File: config.mk
export PLATFORM = sky130hd
export DESIGN_NAME = rpn_sequencer
export DESIGN_NICKNAME = d
export VERILOG_FILES = /design/src/rtl/rpn_pkg.sv /design/src/rtl/rpn_alu.sv /design/src/rtl/rpn_sequencer.sv
export SDC_FILE = /design/constraint.sdc
export NUM_CORES = 1
export LEC_CHECK = 0
export CAP_MARGIN = 20
export CORE_MARGIN = 10
export CORE_UTILIZATION = 30
export CTS_CLUSTER_SIZE = 20
export DETAILED_ROUTE_END_ITERATION = 12
export PLACE_DENSITY = 0.58
export SLEW_MARGIN = 20
export SYNTH_ARGS = -nofsm -noshare
export SYNTH_HDL_FRONTEND = slang
export SYNTH_HIERARCHICAL = 1
export SYNTH_SLANG_ARGS = --single-unit
File: constraint.sdc
create_clock -name Clk -period 2.46 [get_ports Clk]
set_input_delay 0.246 -clock Clk [delete_from_list [all_inputs] [get_ports Clk]]
set_output_delay 0.246 -clock Clk [all_outputs]
set_load 0.05 [all_outputs]
File: src/rtl/rpn_pkg.sv
// Shared opcode, error-code and FSM state definitions for the RPN sequencer.
package rpn_pkg;

  localparam logic [2:0] OP_ADD = 3'd0;
  localparam logic [2:0] OP_SUB = 3'd1;
  localparam logic [2:0] OP_AND = 3'd2;
  localparam logic [2:0] OP_OR  = 3'd3;
  localparam logic [2:0] OP_XOR = 3'd4;
  localparam logic [2:0] OP_EQ  = 3'd5;

  localparam logic [1:0] ERR_OVF = 2'b01;
  localparam logic [1:0] ERR_UNF = 2'b10;
  localparam logic [1:0] ERR_ILL = 2'b11;

  typedef enum logic [3:0] {
    IDLE,
    PUSH,
    POP_A,
    POP_B,
    CALC,
    PUSH_R,
    WAIT_A,
    EMIT,
    ERR
  } state_t;

  // Opcodes 0..4 consume two stack entries and produce one.
  function automatic logic is_binary_op(input logic [2:0] op);
    return (op <= OP_XOR);
  endfunction

endpackage

File: src/rtl/rpn_alu.sv
// Combinational ALU for the RPN sequencer; A is top of stack, B is next on stack.
module rpn_alu
  import rpn_pkg::*;
#(
  parameter int STACK_WIDTH = 4
) (
  input  logic [STACK_WIDTH-1:0] A,
  input  logic [STACK_WIDTH-1:0] B,
  input  logic [2:0]             op,
  output logic [STACK_WIDTH-1:0] R
);

  // Results wrap modulo 2^STACK_WIDTH; SUB is NOS minus TOS.
  always_comb begin
    R = '0;
    case (op)
      OP_ADD:  R = B + A;
      OP_SUB:  R = B - A;
      OP_AND:  R = B & A;
      OP_OR:   R = B | A;
      OP_XOR:  R = B ^ A;
      default: R = '0;
    endcase
  end

endmodule

File: src/rtl/rpn_sequencer.sv
// Token-driven RPN controller that owns the Push/Pop/Data_In side of an attached stack.
// Optional occupancy/flag cross-check enabled by defining RPN_STACK_CHECK_EN.
module rpn_sequencer
  import rpn_pkg::*;
#(
  parameter int STACK_DEPTH = 8,
  parameter int STACK_WIDTH = 4
) (
  input  logic                   Clk,
  input  logic                   RstN,
  input  logic                   Tok_Valid,
  output logic                   Tok_Ready,
  input  logic                   Tok_IsOp,
  input  logic [STACK_WIDTH-1:0] Tok_Data,
  output logic                   Res_Valid,
  output logic [STACK_WIDTH-1:0] Res_Data,
  output logic                   Err,
  output logic [1:0]             Err_Code,
  output logic                   Stk_Push,
  output logic                   Stk_Pop,
  output logic [STACK_WIDTH-1:0] Stk_Data_In,
  input  logic [STACK_WIDTH-1:0] Stk_Data_Out,
  input  logic                   Stk_Full,
  input  logic                   Stk_Empty,
  output logic                   Sync_Err
);

  localparam int CNT_W = $clog2(STACK_DEPTH + 1);
  localparam logic [CNT_W-1:0] DEPTH_C = CNT_W'(STACK_DEPTH);
  localparam logic [CNT_W-1:0] ONE_C   = CNT_W'(1);
  localparam logic [CNT_W-1:0] TWO_C   = CNT_W'(2);

  state_t                 state;
  logic [CNT_W-1:0]       count;
  logic [2:0]             op_q;
  logic [STACK_WIDTH-1:0] a_q;
  logic [STACK_WIDTH-1:0] alu_r;
  logic [2:0]             tok_op;
  state_t                 acc_next;
  logic [1:0]             acc_code;

  assign tok_op = Tok_Data[2:0];

  // Decide the fate of the token presented in IDLE from the internal occupancy only.
  always_comb begin
    acc_next = PUSH;
    acc_code = ERR_OVF;
    if (!Tok_IsOp) begin
      if (count == DEPTH_C) begin
        acc_next = ERR;
        acc_code = ERR_OVF;
      end
    end else if (tok_op == OP_EQ) begin
      if (count == '0) begin
        acc_next = ERR;
        acc_code = ERR_UNF;
      end else begin
        acc_next = POP_A;
      end
    end else if (is_binary_op(tok_op)) begin
      if (count < TWO_C) begin
        acc_next = ERR;
        acc_code = ERR_UNF;
      end else begin
        acc_next = POP_A;
      end
    end else begin
      acc_next = ERR;
      acc_code = ERR_ILL;
    end
  end

  // B operand is the NOS value arriving on Stk_Data_Out during CALC.
  rpn_alu #(.STACK_WIDTH(STACK_WIDTH)) u_alu (
    .A  (a_q),
    .B  (Stk_Data_Out),
    .op (op_q),
    .R  (alu_r)
  );

  always_ff @(posedge Clk) begin
    if (state == POP_B) a_q <= Stk_Data_Out;
  end

  always_ff @(posedge Clk or negedge RstN) begin
    if (!RstN) begin
      state       <= IDLE;
      count       <= '0;
      op_q        <= OP_ADD;
      Tok_Ready   <= 1'b0;
      Res_Valid   <= 1'b0;
      Res_Data    <= '0;
      Err         <= 1'b0;
      Err_Code    <= 2'b00;
      Stk_Push    <= 1'b0;
      Stk_Pop     <= 1'b0;
      Stk_Data_In <= '0;
    end else begin
      Stk_Push  <= 1'b0;
      Stk_Pop   <= 1'b0;
      Res_Valid <= 1'b0;
      Err       <= 1'b0;
      Tok_Ready <= 1'b0;
      case (state)
        IDLE: begin
          if (Tok_Valid && Tok_Ready) begin
            op_q  <= tok_op;
            state <= acc_next;
            case (acc_next)
              PUSH: begin
                Stk_Push    <= 1'b1;
                Stk_Data_In <= Tok_Data;
              end
              POP_A:   Stk_Pop <= 1'b1;
              default: begin
                Err      <= 1'b1;
                Err_Code <= acc_code;
              end
            endcase
          end else begin
            Tok_Ready <= 1'b1;
          end
        end
        PUSH: begin
          count     <= count + ONE_C;
          state     <= IDLE;
          Tok_Ready <= 1'b1;
        end
        POP_A: begin
          if (op_q == OP_EQ) begin
            state <= WAIT_A;
          end else begin
            state   <= POP_B;
            Stk_Pop <= 1'b1;
          end
        end
        POP_B: state <= CALC;
        CALC: begin
          Stk_Data_In <= alu_r;
          Stk_Push    <= 1'b1;
          state       <= PUSH_R;
        end
        PUSH_R: begin
          count     <= count - ONE_C;
          state     <= IDLE;
          Tok_Ready <= 1'b1;
        end
        WAIT_A: begin
          Res_Data  <= Stk_Data_Out;
          Res_Valid <= 1'b1;
          state     <= EMIT;
        end
        EMIT: begin
          count     <= count - ONE_C;
          state     <= IDLE;
          Tok_Ready <= 1'b1;
        end
        ERR: begin
          state     <= IDLE;
          Tok_Ready <= 1'b1;
        end
        default: state <= IDLE;
      endcase
    end
  end

`ifdef RPN_STACK_CHECK_EN
  // Flags and counter settle together by the time the FSM is back in IDLE.
  always_ff @(posedge Clk or negedge RstN) begin
    if (!RstN) begin
      Sync_Err <= 1'b0;
    end else if (state == IDLE &&
                 (((count == DEPTH_C) != Stk_Full) || ((count == '0) != Stk_Empty))) begin
      Sync_Err <= 1'b1;
    end
  end
`else
  logic unused_stack_flags;
  assign unused_stack_flags = Stk_Full ^ Stk_Empty;
  assign Sync_Err = 1'b0;
`endif

endmodule

# Word-level counts from Yosys, hierarchy flattened
# Index checks and enable logic that the tools add are counted.
# W data, S select, Z words.
classes:
  muxes: 32
  n_reduce_logical: 12
  order_cmp: 2
  n_addsub: 4
  n_bitwise: 4
  eq_ne: 19
op_table:
  columns: ["cell", "n"]
  rows:
  - ["$pmux W4 S5", 2]
  - ["$mux W4", 9]
  - ["$eq A4 B3 Y1 const B", 4]
  - ["$pmux W4 S2", 2]
  - ["$eq A4 B2 Y1 const B", 3]
  - ["$mux W1", 10]
  - ["$mux W2", 5]
  - ["$eq A3 B3 Y1 const B", 3]
  - ["$eq A4 B1 Y1 const B", 2]
  - ["$eq A4 B4 Y1 const B", 2]
  - ["$logic_not A4 Y1", 2]
  - ["$eq A3 B2 Y1 const B", 2]
  - ["$pmux W1 S2", 3]
  - ["$reduce_and A3 Y1", 2]
  - ["$add A4 B1 Y4 const B", 1]
  - ["$add A4 B4 Y4", 1]
  - ["$and A4 B4 Y4", 1]
  - ["$lt A4 B2 Y1 const B", 1]
  - ["$or A4 B4 Y4", 1]
  - ["$reduce_bool A2 Y1", 2]
  - ["$reduce_or A2 Y1", 2]
  - ["$reduce_or A4 Y1", 1]
  - ["$sub A4 B1 Y4 const B", 1]
  - ["$sub A4 B4 Y4", 1]
  - ["10 further kinds", 10]
word_totals:
  ff_bits: 30
  wordCells: 85
  out_inout_bits: 16

# Longest topological paths before layout
depth:
  ltp_word: 10
  depth_mapped: 13

# Cells and area by module
# The synthesis kept the hierarchy.
modules_own_cells:
  columns: ["module", "cells_per_inst", "area_per_inst_um2", "n_inst", "seq_area_each_um2"]
  rows:
  - ["rpn_sequencer", 114, 1380.1, 1, 770.7]
  - ["rpn_alu", 60, 431.7, 1, 0.0]

# Least setup slack after synthesis
# No wires, ideal clock.
synth_timing:
  path_type: "flip-flop to flip-flop"
  from: "register op_q[2]"
  to: "register Stk_Data_In[3]"
  path_buffers: 1
  t_arrival_ns: 1.915
  t_required_ns: 2.325
  stages_incl_launch_ff: 13
  setup_slack_ns: 0.409
  path_cell_list: "dfrtp_1 > buf_6 > nor2_2 > nand2_1 > o21ai_1 > inv_1 > ha_1 > a21o_1 > a21oi_1 > xnor2_1 > a21o_1 > nor2_1 > a21oi_1"
synth_between:
  elab_chain_cells: 3
  elab_cells_between_ends: 7
  classes_between: "eq/ne: 4; mux: 2; reduce/logical: 1"
synth_rtl:
  columns: ["item", "line", "text"]
  rows:
  - ["start, declared", "rpn_sequencer.sv:35", "logic [2:0] op_q;"]
  - ["start signal, assigned", "rpn_sequencer.sv:107", "op_q <= tok_op;"]
  - ["$eq A3 B3 Y1 (tied with other cells)", "rpn_alu.sv:16", "case (op)"]
  - ["$pmux W4 S5 (*)", "rpn_alu.sv:16", null]
  - ["net alu_r[3]", "rpn_sequencer.sv:37", "logic [STACK_WIDTH-1:0] alu_r;"]
  - ["$pmux W4 S2 (*)", "rpn_sequencer.sv:104", "case (state)"]
  - ["end signal, assigned", "rpn_sequencer.sv:112", "Stk_Data_In <= Tok_Data;"]
  - ["end signal, assigned", "rpn_sequencer.sv:139", "Stk_Data_In <= alu_r;"]
  - ["end, declared", "rpn_sequencer.sv:21", "output logic [STACK_WIDTH-1:0] Stk_Data_In,"]
# Mark *: on every way through the listed nets, which the timed path passes. The rest lies on a longest branch.
# A chain may end at the register's enable or synchronous reset.

# Worst setup path in the final report
layout_timing:
  from: "register a_q[0]"
  to: "register Stk_Data_In[3]"
layout_between:
  elab_chain_cells: 3
  elab_cells_between_ends: 4
  classes_between: "add/sub: 2; mux: 2"
layout_rtl:
  columns: ["item", "line", "text"]
  rows:
  - ["start, declared", "rpn_sequencer.sv:36", "logic [STACK_WIDTH-1:0] a_q;"]
  - ["start signal, assigned", "rpn_sequencer.sv:82", "if (state == POP_B) a_q <= Stk_Data_Out;"]
  - ["$sub A4 B4 Y4 / $add A4 B4 Y4 (equally long branches)", "rpn_alu.sv:18, rpn_alu.sv:17", null]
  - ["$pmux W4 S5 (*)", "rpn_alu.sv:16", null]
  - ["net alu_r[3]", "rpn_sequencer.sv:37", null]
  - ["$pmux W4 S2 (*)", "rpn_sequencer.sv:104", null]
# Marked as above.

==> results.yml <==
setup_path:
  required_ns: 2.62
  crit_type: "flip-flop to flip-flop"
  crit_arrival_ns: 2.36
  worst_setup_path_start_kind: "flip-flop"
  end_kind: "flip-flop"
  cp_max_fo: 3
power_and_ir_drop:
  p_int_w: 0.00164
  p_seq_share_pct: 29.4
  power_frac_clock_pct: 17.0
  power_density_nw_per_um2: 1270
  leakage_nw: 1.01
  sw_frac_of_total_pct: 43.5
  p_switching_w: 0.00126
  comb_power_share_pct: 53.5
  worst_ir_drop_vdd_v: 0.000471
synth:
  synth_area_sq_um: 1810
  synth_top_area_share_pct: 35.9
  yosysTopAreaCell: "dfrtp_1"
  ys.flop_type: "dfrtp_1"
  synthTopCellsByArea: "dfrtp_1 (36%), ha_1 (9.7%), edfxtp_1 (6.6%)"
  synthCells: 174
  synth_nets: 204
  synthSimpleGateAreaFrac_pct: 13.9
  synth_top_family_by_area: "compound AO/OA/AOI/OAI gates"
  synthAdderAreaFrac_pct: 11.9
  ys_seq_elements: 30
  synth_cell_types: 50
  synth_edf_count: 4
  muxShareOfSynthArea_pct: 7.53
  syn_area_per_cell_sq_um: 10.4
  yosysMostFrequentCell: "dfrtp_1"
  yosysWarnings: 6
  synth_commonest_cells: "dfrtp_1 (26), nor2_1 (18), a21oi_1 (14), ha_1 (14), inv_1 (10)"
  async_reset_ff_share_pct: 86.7
  synth_xor_area_share_pct: 3.87
  seq_area_frac_synth_pct: 42.5
  synth_compound_area_share_pct: 14.8
finish:
  final_area_sq_um: 2290
  antenna_cells: 0
  nets: 238
  drive_gt1_share_pct: 16.3
  fin_cells: 284
  fill_cells: 590
  area_growth_pct: 26.2
place:
  dp.cells: 276
  gp_routability_congestion: 0.811
  dp_hpwl_mm: 3.05
  placed_area_sq_um: 2180
  port_buffers: 26
detailed_routing:
  drt-met1-wl_mm: 1.82
  wl_mm: 3.98
  met3_length_microns: 150
  postRouteAntennaNets: 0
  routed-wl-met2_mm: 1.94
  post-route-drc-count: 0
  vias: 1341
  first_pass_iters: 4
  wire_per_inst_microns: 14.0
  vias_per_cell: 4.72
  dr.first_iter.drc_count: 41
  highest_layer: "met4"
floorplan:
  core_sq_um: 5890
  die_h_microns: 97.7
  pin_count: 30
  fp.dieArea_sq_um: 9550
  die_w_microns: 97.7
  fp-row-count: 28
  start_util_pct: 30.8
clock_network:
  insertion_delay_ns: 0.29
  cts_buffers: 5
  cts_max_level: 2
  clk_pin_slew_worst_paths_ns: 0.07
  clock-sinks: 30
  cts_buffer_depth: 2
  post_cts_buffers: 0
  postCtsHoldBufs: 0
  cts_tree: "built"
  cts_resized: 0
  root_buffer: "clkbuf_8"
grt:
  grt_start_max_net_pins: 27
  antenna_found_initial: 0
  grt_remaining_overflow: 0
  grt_pass1_wl_mm: 6.76
  grtUsageTotal_pct: 8.48
  grt_pass1_vias: 1342
timing:
  worst_pin_slew_ns: 0.565
  finalSetupViolCount: 0
  drv_slew: 0
  layout_min_cycle_time_ns: 2.20
  skew_ns: 0.00915
  finalCritPeriodShare_pct: 89.5
  rsz0062_at_grt: "no"
  max_freq_mhz: 454
  tns_ns: 0
  relSlewSlack_pct: 62.2
  hold_viol: 0
run_status:
  status: "completed"
job:
  cap_violations: 0
min_path:
  hp-class: "primary input to async pin"
cells in the final DEF (no fill, tap or decap), types with 4 or more instances in the layout:
| cell type | netlist | layout |
|---|---|---|
| xnor2_1 | 5 | 5 |
| edfxtp_1 | 4 | 4 |
| dfrtp_1 | 26 | 26 |
| inv_1 | 10 | 10 |
| a21oi_1 | 14 | 14 |
| mux2_2 | 5 | 5 |
| mux2i_1 | 5 | 5 |
| clkdlybuf4s50_1 | 0 | 26 |
| buf_4 | 1 | 7 |
| o21ai_0 | 4 | 4 |
| clkbuf_8 | 0 | 5 |
| nand2_1 | 9 | 9 |
| nor2_1 | 18 | 18 |
| ha_1 | 14 | 14 |
final timing paths:
path / from / endpoint / slack [ns] / depth (start not counted)
max in group asynchronous: RstN / Res_Data[2] / 1.86 / 2
min reg2reg: Err_Code[0] / Err_Code[0] / 0.51 / 1
max: a_q[0] / Stk_Data_In[3] / 0.26 / 12
min: RstN / count[1] / 0.33 / 2
max reg2reg: a_q[0] / Stk_Data_In[3] / 0.26 / 12
min in group Clk: Err_Code[0] / Err_Code[0] / 0.51 / 1
metrics by stage:
step	total power (W)	setup WS [ns]	hold WS, ns	utilization [%]
after global routing	0.00312	0.0707	0.361	38.8
after detailed placement	0.00243	0.233	0.494	37.0
final	0.00290	0.258	0.329	38.8
after floorplan	0.00199	0.409	-0.0496	-
after global placement	0.00242	0.241	0.490	37.0
after CTS	0.00294	0.236	0.348	38.8
metal layers:
layer,vias to the layer above,global-route usage (%)
li1,673,-
met1,643,10.5
met2,16,13.3
met3,9,2.77
met4,0,3.36
met5,-,0
cells by family after synthesis:
group,Yosys count
AND/OR/NAND/NOR,46
AO/OA/AOI/OAI,41
flip-flops,30
buffers and inverters,20
adder cells (fa/ha/maj),16
multiplexers,12
XOR/XNOR,8
other,1
layout make-up:
cell class                      instances  area, sq um  share of cell area [%]
Inverter                               14         53.8                    2.35
Timing Repair Buffer                   33          313                    13.7
Multi-Input combinational cell        124          946                    41.4
Tap cell                               75         93.8                    4.11
Clock inverter                          3         40.0                    1.75
Clock buffer                            5         68.8                    3.01
Sequential cell                        30          771                    33.7
critical path: stages, from the launching register on:
cell and delay (ns):
edfxtp_1 0.39, clkinv_2 0.11, ha_1 0.28, nand2_1 0.04
o21ai_1 0.14, inv_1 0.08, ha_1 0.27, a21o_1 0.15
a21oi_1 0.18, xnor2_1 0.10, a21o_1 0.19, nor2_1 0.10
a21oi_1 0.05
registers in the layout, summed over array words and instances, names as in the netlist:
register	count
Res_Valid	1
state	4
Tok_Ready	1
Err_Code	2
Err	1
count	4
Res_Data	4
Stk_Push	1
Stk_Data_In	4
Stk_Pop	1
op_q	3
a_q	4
power by group through the flow:
stage          clock (W)  combinational [W]  sequential (W)
6_report        0.000494            0.00155        0.000854
2_1_floorplan          0           0.000806         0.00118
3_5_place_dp           0            0.00157        0.000861
5_1_grt         0.000536            0.00170        0.000884
4_1_cts         0.000508            0.00158        0.000857
3_3_place_gp           0            0.00156        0.000860
(Power assumes the default switching activity.)
